`src/rtl/fetch_if.sv`:
```
// Fetch-stage bus: instruction memory address/data plus decode-side
// control (stall, redirects, halt) and the instruction register outputs.
interface fetch_if #(
    parameter int PC_WIDTH    = 10,
    parameter int INSTR_WIDTH = 32
);
    logic [PC_WIDTH-1:0]    ProgCounter;
    logic [INSTR_WIDTH-1:0] InstrIn;
    logic                   Stall;
    logic                   Branch;
    logic [15:0]            BranchOffset;
    logic                   Jump;
    logic [25:0]            JumpTarget;
    logic                   JumpReg;
    logic [31:0]            RegTarget;
    logic                   Halt;
    logic [INSTR_WIDTH-1:0] IR;
    logic                   IRValid;
    logic [PC_WIDTH-1:0]    IRPC;
    logic [PC_WIDTH-1:0]    IRPCPlus1;
    logic                   Halted;

    // Fetch unit side
    modport master (
        output ProgCounter, IR, IRValid, IRPC, IRPCPlus1, Halted,
        input  InstrIn, Stall, Branch, BranchOffset, Jump, JumpTarget,
               JumpReg, RegTarget, Halt
    );

    // Memory / decode side
    modport slave (
        input  ProgCounter, IR, IRValid, IRPC, IRPCPlus1, Halted,
        output InstrIn, Stall, Branch, BranchOffset, Jump, JumpTarget,
               JumpReg, RegTarget, Halt
    );
endinterface

```
`src/rtl/fetch_unit.sv`:
```
// Instruction fetch stage: owns the PC, addresses instruction memory and
// latches the returned word into IR. Supports stall, branch/jump/jump-register
// redirects (one bubble) and a sticky halt that only reset clears.
module fetch_unit #(
    parameter int                  PC_WIDTH    = 10,
    parameter int                  INSTR_WIDTH = 32,
    parameter logic [PC_WIDTH-1:0] RESET_PC    = '0
) (
    input  logic     clk,
    input  logic     reset,
    fetch_if.master  bus
);

    typedef enum logic [1:0] {
        BOOT   = 2'd0,
        RUN    = 2'd1,
        HALTED = 2'd2
    } state_t;

    state_t                 state_q, state_d;
    logic [PC_WIDTH-1:0]    pc_q, pc_d;
    logic [INSTR_WIDTH-1:0] ir_q, ir_d;
    logic                   irv_q, irv_d;
    logic [PC_WIDTH-1:0]    irpc_q, irpc_d;

    logic [PC_WIDTH-1:0]    pc_plus1;
    logic [PC_WIDTH-1:0]    irpc_plus1;
    logic [31:0]            off_ext;
    logic [PC_WIDTH-1:0]    redirect_target;
    logic                   redirect;
    logic                   unused_bits;

    assign pc_plus1   = pc_q + PC_WIDTH'(1);
    assign irpc_plus1 = irpc_q + PC_WIDTH'(1);
    assign off_ext    = {{16{bus.BranchOffset[15]}}, bus.BranchOffset};
    assign redirect   = bus.JumpReg | bus.Jump | bus.Branch;

    // Upper target/offset bits fall outside the PC and are intentionally dropped
    assign unused_bits = ^{bus.JumpTarget[25:PC_WIDTH], bus.RegTarget[31:PC_WIDTH],
                           off_ext[31:PC_WIDTH]};

    // Redirect target selection: JumpReg over Jump over Branch, all mod 2^PC_WIDTH
    always_comb begin
        redirect_target = irpc_plus1 + off_ext[PC_WIDTH-1:0];
        if (bus.JumpReg) begin
            redirect_target = bus.RegTarget[PC_WIDTH-1:0];
        end else if (bus.Jump) begin
            redirect_target = bus.JumpTarget[PC_WIDTH-1:0];
        end
    end

    // Next-state and register update decisions
    always_comb begin
        state_d = state_q;
        pc_d    = pc_q;
        ir_d    = ir_q;
        irv_d   = irv_q;
        irpc_d  = irpc_q;
        unique case (state_q)
            BOOT: begin
                if (bus.Halt) begin
                    state_d = HALTED;
                    irv_d   = 1'b0;
                end else begin
                    ir_d    = bus.InstrIn;
                    irpc_d  = pc_q;
                    irv_d   = 1'b1;
                    pc_d    = pc_plus1;
                    state_d = RUN;
                end
            end
            RUN: begin
                if (bus.Halt) begin
                    state_d = HALTED;
                    irv_d   = 1'b0;
                end else if (irv_q && redirect) begin
                    // Squash the wrong-path word; IRPC keeps the redirecting address
                    pc_d  = redirect_target;
                    irv_d = 1'b0;
                    ir_d  = '0;
                end else if (!bus.Stall) begin
                    ir_d   = bus.InstrIn;
                    irpc_d = pc_q;
                    irv_d  = 1'b1;
                    pc_d   = pc_plus1;
                end
            end
            HALTED: begin
                irv_d = 1'b0;
            end
            default: begin
                state_d = BOOT;
            end
        endcase
    end

    // State and datapath registers with asynchronous reset
    always_ff @(posedge clk or posedge reset) begin
        if (reset) begin
            state_q <= BOOT;
            pc_q    <= RESET_PC;
            ir_q    <= '0;
            irv_q   <= 1'b0;
            irpc_q  <= '0;
        end else begin
            state_q <= state_d;
            pc_q    <= pc_d;
            ir_q    <= ir_d;
            irv_q   <= irv_d;
            irpc_q  <= irpc_d;
        end
    end

    assign bus.ProgCounter = pc_q;
    assign bus.IR          = ir_q;
    assign bus.IRValid     = irv_q;
    assign bus.IRPC        = irpc_q;
    assign bus.IRPCPlus1   = irpc_plus1;
    assign bus.Halted      = (state_q == HALTED);

endmodule

```
`src/flat_wrapper.sv`:
```
// flat-port wrapper written by rule: the top's interface ports become plain ports
module fetch_unit_flat 
#(
    parameter int                  PC_WIDTH    = 10,
    parameter int                  INSTR_WIDTH = 32,
    parameter logic [PC_WIDTH-1:0] RESET_PC    = '0
)
  (clk, reset, bus_ProgCounter, bus_IR, bus_IRValid, bus_IRPC, bus_IRPCPlus1, bus_Halted, bus_InstrIn, bus_Stall, bus_Branch, bus_BranchOffset, bus_Jump, bus_JumpTarget, bus_JumpReg, bus_RegTarget, bus_Halt);
  fetch_if #(.PC_WIDTH(PC_WIDTH), .INSTR_WIDTH(INSTR_WIDTH)) bus_i ();
  input  logic clk;
  input  logic reset;
  output wire logic [$bits(bus_i.ProgCounter)-1:0] bus_ProgCounter;
  output wire logic [$bits(bus_i.IR)-1:0] bus_IR;
  output wire logic [$bits(bus_i.IRValid)-1:0] bus_IRValid;
  output wire logic [$bits(bus_i.IRPC)-1:0] bus_IRPC;
  output wire logic [$bits(bus_i.IRPCPlus1)-1:0] bus_IRPCPlus1;
  output wire logic [$bits(bus_i.Halted)-1:0] bus_Halted;
  input wire logic [$bits(bus_i.InstrIn)-1:0] bus_InstrIn;
  input wire logic [$bits(bus_i.Stall)-1:0] bus_Stall;
  input wire logic [$bits(bus_i.Branch)-1:0] bus_Branch;
  input wire logic [$bits(bus_i.BranchOffset)-1:0] bus_BranchOffset;
  input wire logic [$bits(bus_i.Jump)-1:0] bus_Jump;
  input wire logic [$bits(bus_i.JumpTarget)-1:0] bus_JumpTarget;
  input wire logic [$bits(bus_i.JumpReg)-1:0] bus_JumpReg;
  input wire logic [$bits(bus_i.RegTarget)-1:0] bus_RegTarget;
  input wire logic [$bits(bus_i.Halt)-1:0] bus_Halt;
  assign bus_ProgCounter = bus_i.ProgCounter;
  assign bus_IR = bus_i.IR;
  assign bus_IRValid = bus_i.IRValid;
  assign bus_IRPC = bus_i.IRPC;
  assign bus_IRPCPlus1 = bus_i.IRPCPlus1;
  assign bus_Halted = bus_i.Halted;
  assign bus_i.InstrIn = bus_InstrIn;
  assign bus_i.Stall = bus_Stall;
  assign bus_i.Branch = bus_Branch;
  assign bus_i.BranchOffset = bus_BranchOffset;
  assign bus_i.Jump = bus_Jump;
  assign bus_i.JumpTarget = bus_JumpTarget;
  assign bus_i.JumpReg = bus_JumpReg;
  assign bus_i.RegTarget = bus_RegTarget;
  assign bus_i.Halt = bus_Halt;
  fetch_unit #(.PC_WIDTH(PC_WIDTH), .INSTR_WIDTH(INSTR_WIDTH), .RESET_PC(RESET_PC)) u_core (.clk(clk), .reset(reset), .bus(bus_i));
endmodule
```
`config.mk`:
```
export PLATFORM = sky130hd
export DESIGN_NAME = fetch_unit_flat
export DESIGN_NICKNAME = d
export VERILOG_FILES = /design/src/rtl/fetch_if.sv /design/src/rtl/fetch_unit.sv /design/src/flat_wrapper.sv
export SDC_FILE = /design/constraint.sdc
export NUM_CORES = 1
export LEC_CHECK = 0
export ABC_AREA = 1
export CORE_MARGIN = 10
export CORE_UTILIZATION = 41
export CTS_BUF_LIST = sky130_fd_sc_hd__clkbuf_2 sky130_fd_sc_hd__clkbuf_4 sky130_fd_sc_hd__clkbuf_8
export CTS_CLUSTER_SIZE = 24
export DETAILED_ROUTE_END_ITERATION = 16
export PLACE_DENSITY = 0.84
export RECOVER_POWER = 100
export SETUP_SLACK_MARGIN = 0.3
export SYNTH_ARGS = -nofsm -noshare
export SYNTH_HDL_FRONTEND = slang
export SYNTH_SLANG_ARGS = --single-unit
```
`constraint.sdc`:
```
create_clock -name clk -period 2.86 [get_ports clk]
set_input_delay 0.429 -clock clk [delete_from_list [all_inputs] [get_ports clk]]
set_output_delay 0.429 -clock clk [all_outputs]
set_load 0.03 [all_outputs]
```
# After elaboration in Yosys (flattened, before gate mapping)
# Index checks and enable logic that the tools add are counted.
[word_totals]
reg_bits = 55
latchBits = 0
ramBits = 0
rom_bits = 0
input_bits = 113
output_inout_bits = 64
word_cells = 53
memories = 0
[classes]
add_sub_neg = 3
n_mul = 0
n_div = 0
magnitude_cmp = 0
n_eq_ne = 9
shifts = 0
muxes = 25
bitwise_logic = 3
n_reduce_logical = 8
[ops]
columns = ["operator", "n"]
rows = [
  ["two-way mux 32 bit", 4],
  ["two-way mux 10 bit", 10],
  ["one-hot mux 32 bit (2 select lines)", 1],
  ["one-hot mux 10 bit (2 select lines)", 2],
  ["adder 10 x 1 -> 10 bit, second input constant", 2],
  ["adder 10 bit", 1],
  ["!= test 2 bit, second input constant", 5],
  ["one-hot mux 2 bit (3 select lines)", 1],
  ["AND reduction 5 bit", 1],
  ["two-way mux 1 bit", 4],
  ["two-way mux 2 bit", 2],
  ["!= test 4 x 3 -> 1 bit, second input constant", 1],
  ["AND reduction 2 bit", 2],
  ["AND reduction 4 bit", 1],
  ["!= test 3 x 2 -> 1 bit, second input constant", 1],
  ["one-hot mux 1 bit (3 select lines)", 1],
  ["nonzero test 3 bit", 1],
  ["== test 2 x 1 -> 1 bit, second input constant", 1],
  ["== test 2 bit, second input constant", 1],
  ["logical NOT 2 bit", 1],
  ["OR 1 bit", 2],
  ["nonzero test 2 bit", 1],
  ["logical AND 1 bit", 1],
  ["inverter 1 bit", 1],
]

# Depth between registers and ports, before layout
# Gate-level depths: netlist of the first run.
[depth]
ltp_word = 7
mapped_depth = 20
mapped_depth_nobuf = 20

# Worst setup path after synthesis of the first run
# Ideal clock, no wire load.
[synth_timing]
path_kind = "reg2reg"
from = "register u_core.irpc_q[0] (netlist: u_core.bus.IRPC[0])"
to = "register u_core.pc_q[9] (netlist: u_core.bus.ProgCounter[9])"
setup_time_ps = 117
arrival_time_ps = 2693
t_required_ps = 2743
setup_slack_ps = 50
stages_incl_launch_ff = 17
path_buffers = 0
synth_period_minus_slack_ps = 2810
path_cell_list = "dfrtp_1 > ha_1 > nand2_1 > nor2_1 > nand2_1 > xnor2_1 > ha_1 > nand2_1 > nand2_1 > a21oi_1 > nand3_1 > nand3_1 > nand3_1 > nand2_1 > nand2_1 > nand2_1 > nand2_1"
[synth_via]
elab_chain_len = 7
[synth_rtl]
columns = ["item", "line_no", "rtl"]
rows = [
  ["start: declaration", "fetch_unit.sv:24", "logic [PC_WIDTH-1:0] irpc_q, irpc_d;"],
  ["start signal: assignment", "fetch_unit.sv:110", "irpc_q <= irpc_d;"],
  ["adder 10 x 1 -> 10 bit", "fetch_unit.sv:34", "assign irpc_plus1 = irpc_q + PC_WIDTH'(1);"],
  ["net bus_IRPCPlus1[6]", "flat_wrapper.sv:16", "output wire logic [$bits(bus_i.IRPCPlus1)-1:0] bus_IRPCPlus1;"],
  ["adder 10 bit", "fetch_unit.sv:44", "redirect_target = irpc_plus1 + off_ext[PC_WIDTH-1:0];"],
  ["two-way mux 10 bit", "fetch_unit.sv:47", "end else if (bus.Jump) begin"],
  ["two-way mux 10 bit", "fetch_unit.sv:45", "if (bus.JumpReg) begin"],
  ["two-way mux 10 bit", "fetch_unit.sv:76", "end else if (irv_q && redirect) begin"],
  ["two-way mux 10 bit", "fetch_unit.sv:73", "if (bus.Halt) begin"],
  ["one-hot mux 10 bit (2 select lines)", "fetch_unit.sv:59", "unique case (state_q)"],
  ["end signal: assignment", "fetch_unit.sv:107", "pc_q <= pc_d;"],
  ["end: declaration", "fetch_unit.sv:21", "logic [PC_WIDTH-1:0] pc_q, pc_d;"],
]
# The timed path passes the listed nets, and every way through them passes these cells. The select of a mux whose other input is x is not followed.
# A chain may end at the register's enable or synchronous reset.

# Worst setup path in the final report of the first run
[layout_timing]
from = "register u_core.irpc_q[1] (netlist: u_core.bus.IRPC[1])"
to = "output bus_IRPCPlus1[5]"
[layout_via]
elab_chain_len = 1
[layout_rtl]
columns = ["item", "line_no"]
rows = [
  ["adder 10 x 1 -> 10 bit", "fetch_unit.sv:34"],
  ["end: declaration", "flat_wrapper.sv:16"],
]
# Every way passes these cells.

==> impl_metrics.env, run 1 <==
export IMPL_drive_gt1_share_pct=7.38
export IMPL_numCtsBuffers=5
export IMPL_ir_drop_uv=591
export IMPL_multiInputGateArea_sq_um=1770
export IMPL_grt_ovfl_total=0
export IMPL_finalSetupTns_ns=0
export IMPL_met3_length_um=1330
export IMPL_drt_iter0_drc=127
export IMPL_synth_edf_count=0
export IMPL_ys_top_cells_by_count="132 x nand2_1, 55 x dfrtp_1, 40 x o21ai_0"
export IMPL_yosys_register_bits=55
export IMPL_drv_slew=0
export IMPL_ant_nets=0
export IMPL_ys_seq_area_share_pct=41.7
export IMPL_cp_start_kind="register"
export IMPL_grtUsageTotal_pct=17.0
export IMPL_clk_latency_ns=0.31
export IMPL_areaGrowthSynthToFinish_pct=48.2
export IMPL_grt_setup_unrepaired="yes"
export IMPL_arrival_ns=2.24
export IMPL_clockBufferDepth=2
export IMPL_initial_utilization_pct=42.5
export IMPL_top_layer="met4"
export IMPL_syn_area_sq_um=3300
export IMPL_wirelength_um=10500
export IMPL_clock_sinks=55
export IMPL_synth_most_common_cell="nand2_1"
export IMPL_drtPass1Iterations=4
export IMPL_cap_violations=0
export IMPL_seq_area_sq_um=1380
export IMPL_async_flop_share_pct=100
export IMPL_synth_avg_cell_area_sq_um=7.59
export IMPL_period_share_pct=93.2
export IMPL_status="finished, final reports clean"
export IMPL_syn_inst=435
export IMPL_drc_errors=0
export IMPL_design_area_sq_um=4890
export IMPL_cp_data_required_time_ns=2.43
export IMPL_power_density_nw_per_um2=1110
export IMPL_finClkSkew_ns=0.0121
export IMPL_cp_cell_sequence="clkbuf_4 > nand3_1 > nor2_2 > xor2_2 > dlygate4sd3_1"
export IMPL_finalHoldViolCount=0
export IMPL_cp_num_buf_inv=2
export IMPL_via_count=3394
export IMPL_met1_length_um=4260
export IMPL_yosysWarnings=0
export IMPL_max_slew_margin_pct=33.0
export IMPL_diodes=0
export IMPL_clk_pin_slew_ns=0.10
export IMPL_synth_top_area_share_pct=41.7
export IMPL_crit_type="reg2out"
export IMPL_viasPerCell=5.06
export IMPL_grt_max_degree=63
export IMPL_cp_max_fo=4
export IMPL_cp_top_family="buffers and inverters"
export IMPL_hold_buffers=0
export IMPL_gp_congestion=0.876
export IMPL_synth_area_top_cells="dfrtp_1 42%, nand2_1 15%, o21ai_0 6.1%"
export IMPL_synth_cell_type_count=37
export IMPL_power_total_mw=5.45
export IMPL_worst_path_largest_cell_delay_ns=0.76
export IMPL_dpl_hpwl_um=8290
export IMPL_yosysTopAreaCell="dfrtp_1"
export IMPL_dieArea_sq_um=12000
export IMPL_timing_fmax_ghz=0.375
export IMPL_placed_area_sq_um=4770
export IMPL_synth_fp_nets=564
export IMPL_grt_pass1_wl_um=16600
export IMPL_cts_tree="yes"
export IMPL_synth_ff_type="dfrtp_1"
export IMPL_die_x_um=110
export IMPL_cp_slowest_cell="dlygate4sd3_1"
export IMPL_final_util_pct=63.0
export IMPL_num_rows=32
export IMPL_die_y_um=110
export IMPL_hp_class="reg2reg"
export IMPL_grt_pass1_vias=3379
export IMPL_setup_viol=0
export IMPL_io_pins=177
export IMPL_cp_end_kind="primary output"
export IMPL_period_needed_ns=2.66
export IMPL_cts_root_buf="clkbuf_8"
export IMPL_routedWlPerCell_um=15.7
export IMPL_n_fill_cell=668
export IMPL_coreArea_sq_um=7770
export IMPL_ctsHtreeMaxLevel=2
export IMPL_wl_met2_um=4770
export IMPL_worst_pin_slew_ns=1.00
export IMPL_antenna_found_initial=0
export IMPL_nNetsFinal=697
export IMPL_leakagePower_nw=2.31
export IMPL_io_buffers=132
-- cell families (layout without fill, tap and decap cells) --
group                      Yosys count  count (layout)  share of synthesized area [%]
AOI/OAI and AO/OA                   93              93                           15.5
muxes                                1               1                          0.455
adders and majority gates           16              16                           6.29
DFF                                 55              55                           41.7
and+or+nand+nor                    206             206                           25.7
xor gates and xnor gates            12              12                           3.18
buffers and inverters               52             186                           7.12
-- timing repair --
item	4_1_cts	5_1_grt
gates resized for setup	3	17
setup buffers	0	3
pin swaps	0	3
setup endpoints to repair	3	6
-- report_power, final --
part	total, mW	internal (mW)	switching, mW
clock	0.524	0.264	0.260
combinational	3.48	1.28	2.19
sequential	1.45	1.15	0.303
-- area by class of cell --
cell class              instances  area share, %
repair buffers                143           28.0
multi-input cells             328           36.2
well taps                     102           2.61
inverters                      35           2.71
clock inverters                 3          0.946
flip-flops and latches         55           28.2
clock buffers                   5           1.41
-- worst reg2reg max path, cell delays in order, from the launching register on --
cell and delay (ns):
dfrtp_1 0.41, clkbuf_4 0.15, nand3_1 0.17, nor3_1 0.35, xor2_2 0.12, ha_1 0.36
nand2_1 0.16, inv_1 0.05, a21oi_1 0.18, nand3_2 0.12, nand3_1 0.10, nand3_1 0.07
nand2_1 0.08, nand2_1 0.05, nand2_1 0.05, nand2_1 0.06
-- worst paths after layout --
| check | start | endpoint | slack [ns] | cells after the start |
|---|---|---|---|---|
| worst max-delay path | u_core.bus.IRPC[1] | bus_IRPCPlus1[5] | 0.20 | 5 |
| worst min-delay path | u_core.bus.IR[24] | u_core.bus.IR[24] | 0.49 | 2 |
| worst max register to register | u_core.bus.IRPC[1] | u_core.bus.ProgCounter[9] | 0.26 | 15 |
| worst min register to register | u_core.bus.IR[24] | u_core.bus.IR[24] | 0.49 | 2 |
| max in group asynchronous | reset | u_core.bus.ProgCounter[4] | 0.82 | 3 |
| min in group asynchronous | reset | u_core.bus.IR[29] | 0.79 | 2 |
-- per-layer routing --
layer  track usage (%)  vias to the layer above
li1                  -                     1687
met1              20.0                     1527
met2              27.6                      165
met3              7.78                       15
met4              4.28                        0
met5                 0                        -
-- cell usage in the layout (no fill, tap or decap), types with 2 or more instances in the layout --
cell / instances
a31oi_1: 2
ha_1: 11
a21oi_1: 21
xnor2_1: 4
nand3_2: 2
o22ai_1: 2
buf_4: 6
o211ai_1: 3
xor2_2: 2
clkbuf_8: 5
xor2_1: 6
nand2_1: 131
o21ai_1: 2
dfrtp_1: 54
nand4_1: 2
ha_4: 3
nor2_2: 7
clkdlybuf4s50_1: 66
o21ai_0: 54
a22oi_1: 2
clkbuf_1: 5
nor2_1: 34
clkbuf_2: 2
nand3_1: 23
inv_1: 34
dlygate4sd3_1: 61
dlygate4sd2_1: 2
-- through the flow --
stage	cells	hold WS (ns)	worst slack, ns
after global routing	671	0.511	0.108
after floorplan	435	0.562	0.296
final	671	0.485	0.196
after global placement	660	0.465	0.308
after CTS	668	0.499	0.312
after detailed placement	660	0.472	0.290
-- registers in the layout, indices dropped and copies added (netlist names) --
signal and count:
u_core.bus.IR 32, u_core.bus.IRPC 10, u_core.bus.IRValid 1, u_core.bus.ProgCounter 10
u_core.state_q 2
(Power assumes the default switching activity.)
==> run 2: changes to the inputs <==
--- a/config.mk
+++ b/config.mk
@@ -11,6 +11,7 @@
 export CTS_BUF_LIST = sky130_fd_sc_hd__clkbuf_2 sky130_fd_sc_hd__clkbuf_4 sky130_fd_sc_hd__clkbuf_8
 export CTS_CLUSTER_SIZE = 24
 export DETAILED_ROUTE_END_ITERATION = 16
+export HOLD_SLACK_MARGIN = 0.1
 export PLACE_DENSITY = 0.84
 export RECOVER_POWER = 100
 export SETUP_SLACK_MARGIN = 0.3
==> constraint.sdc (replaced) <==
create_clock -name clk -period 2.86 [get_ports clk]
set_input_delay 0.572 -clock clk [delete_from_list [all_inputs] [get_ports clk]]
set_output_delay 0.572 -clock clk [all_outputs]
set_load 0.03 [all_outputs]
==> impl_metrics.env, run 2 (synthesis results as in run 1) <==
export IMPL_clockBufferDepth=2
export IMPL_grtUsageTotal_pct=16.8
export IMPL_num_rows=32
export IMPL_max_slew_margin_pct=34.6
export IMPL_drt_iter0_drc=130
export IMPL_setup_viol=0
export IMPL_coreArea_sq_um=7770
export IMPL_initial_utilization_pct=42.5
export IMPL_largest_reg_flops=32
export IMPL_dpl_hpwl_um=8280
export IMPL_cp_max_fo=5
export IMPL_routedWlPerCell_um=15.6
export IMPL_timing_fmax_ghz=0.391
export IMPL_drv_slew=0
export IMPL_nNetsFinal=695
export IMPL_areaGrowthSynthToFinish_pct=48.7
export IMPL_whs_endpoint="u_core.bus.IR[2]"
export IMPL_clock_sinks=55
export IMPL_arrival_ns=1.99
export IMPL_ff2ff_path_depth=18
export IMPL_crit_type="reg2out"
export IMPL_grt_setup_unrepaired="yes"
export IMPL_n_fill_cell=696
export IMPL_ir_drop_uv=675
export IMPL_clk_latency_ns=0.31
export IMPL_finClkSkew_ns=0.0116
export IMPL_die_y_um=110
export IMPL_numCtsBuffers=5
export IMPL_finalSetupTns_ns=0
export IMPL_wirelength_um=10400
export IMPL_r2r_setup_slack_ns=0.33
export IMPL_cap_violations=0
export IMPL_period_share_pct=89.5
export IMPL_gp_congestion=0.899
export IMPL_grt_max_degree=64
export IMPL_leakagePower_nw=2.33
export IMPL_worst_hold_startpoint="u_core.bus.IR[2]"
export IMPL_worst_pin_slew_ns=0.980
export IMPL_viasPerCell=5.01
export IMPL_ant_nets=0
export IMPL_min_path_cells=2
export IMPL_die_x_um=110
export IMPL_grt_ovfl_total=0
export IMPL_period_needed_ns=2.56
export IMPL_drc_errors=0
export IMPL_clk_pin_slew_ns=0.10
export IMPL_final_common_cell="nand2_1"
export IMPL_dieArea_sq_um=12000
export IMPL_cp_data_required_time_ns=2.29
export IMPL_power_density_nw_per_um2=1120
export IMPL_status="finished, final reports clean"
export IMPL_reg2reg_to="u_core.bus.ProgCounter[9]"
export IMPL_grt_pass1_wl_um=16400
export IMPL_via_count=3354
export IMPL_grt_pass1_vias=3393
export IMPL_io_pins=177
export IMPL_finalHoldViolCount=0
export IMPL_cp_end_kind="primary output"
export IMPL_layout_common_cells="131 x nand2_1, 65 x clkdlybuf4s50_1, 59 x dlygate4sd3_1, 55 x dfrtp_1, 54 x o21ai_0"
export IMPL_diodes=0
export IMPL_drtPass1Iterations=4
export IMPL_reg2reg_from="u_core.bus.IRPC[0]"
export IMPL_hp_class="reg2reg"
export IMPL_antenna_found_initial=0
export IMPL_cts_root_buf="clkbuf_8"
export IMPL_drive_gt1_share_pct=6.53
export IMPL_hold_ws_ns=0.484
export IMPL_io_buffers=132
export IMPL_final_util_pct=63.2
export IMPL_ctsHtreeMaxLevel=2
export IMPL_cp_start_kind="register"
export IMPL_cts_tree="yes"
run 2: how the worst max path moves through the flow:
stage | start | end | depth (start not counted)
4_1_cts | u_core.bus.IRPC[0] | bus_IRPCPlus1[8] | 7
3_3_place_gp | bus_BranchOffset[0] | u_core.bus.ProgCounter[6] | 13
6_report | u_core.bus.IRPC[0] | bus_IRPCPlus1[8] | 7
3_5_place_dp | bus_BranchOffset[0] | u_core.bus.ProgCounter[6] | 13
2_1_floorplan | u_core.bus.IRPC[2] | u_core.bus.ProgCounter[6] | 13
5_1_grt | u_core.bus.IRPC[0] | u_core.bus.ProgCounter[9] | 18
run 2: metrics by stage:
| stage | instances | instance area [sq um] | setup WS (ns) | total power [mW] |
|---|---|---|---|---|
| 2_1_floorplan | 435 | 3340 | 0.296 | 3.72 |
| 3_3_place_gp | 659 | 4770 | 0.187 | 5.00 |
| 3_5_place_dp | 659 | 4770 | 0.131 | 5.10 |
| 4_1_cts | 668 | 4910 | 0.300 | 5.70 |
| 5_1_grt | 669 | 4910 | 0.122 | 5.92 |
| 6_report | 669 | 4910 | 0.301 | 5.49 |
run 2: layout make-up:
class | count | area (sq um) | share of cell area [%]
clock buffer | 5 | 68.8 | 1.40
clock inverter | 3 | 67.6 | 1.38
inverter | 35 | 133 | 2.70
multi-input combinational | 328 | 1770 | 36.1
sequential | 55 | 1380 | 28.0
tap | 102 | 128 | 2.60
timing repair buffer | 141 | 1360 | 27.8
run 2: report_power, final:
group / total, mW / internal (mW) / leakage (nW) / switching (mW)
Clock: 0.604 / 0.349 / 0.0644 / 0.255
Combinational: 3.43 / 1.27 / 1.60 / 2.16
Sequential: 1.46 / 1.14 / 0.667 / 0.317
Total: 5.49 / 2.76 / 2.33 / 2.73
run 2: layer usage:
metal,global-route usage (%),vias up,share of wire (%)
li1,-,1679,-
met1,19.5,1529,41
met2,27.8,141,46
met3,8.07,5,13
met4,3.25,0,0.49
met5,0,-,0
run 2: repair_timing:
action,CTS,global route
setup buffers,1,1
hold buffers,0,0
gates resized for setup,7,13
pin swaps,0,1
endpoints found under the setup margin,8,7
gates cloned,0,0
run 2: critical path, stage by stage, from the launching register on:
cell and delay [ns]:
dfrtp_1 0.46, ha_1 0.21, nand2_1 0.12, nor2_2 0.17, nand4_1 0.11, xor2_1 0.16, inv_1 0.12, clkbuf_1 0.35
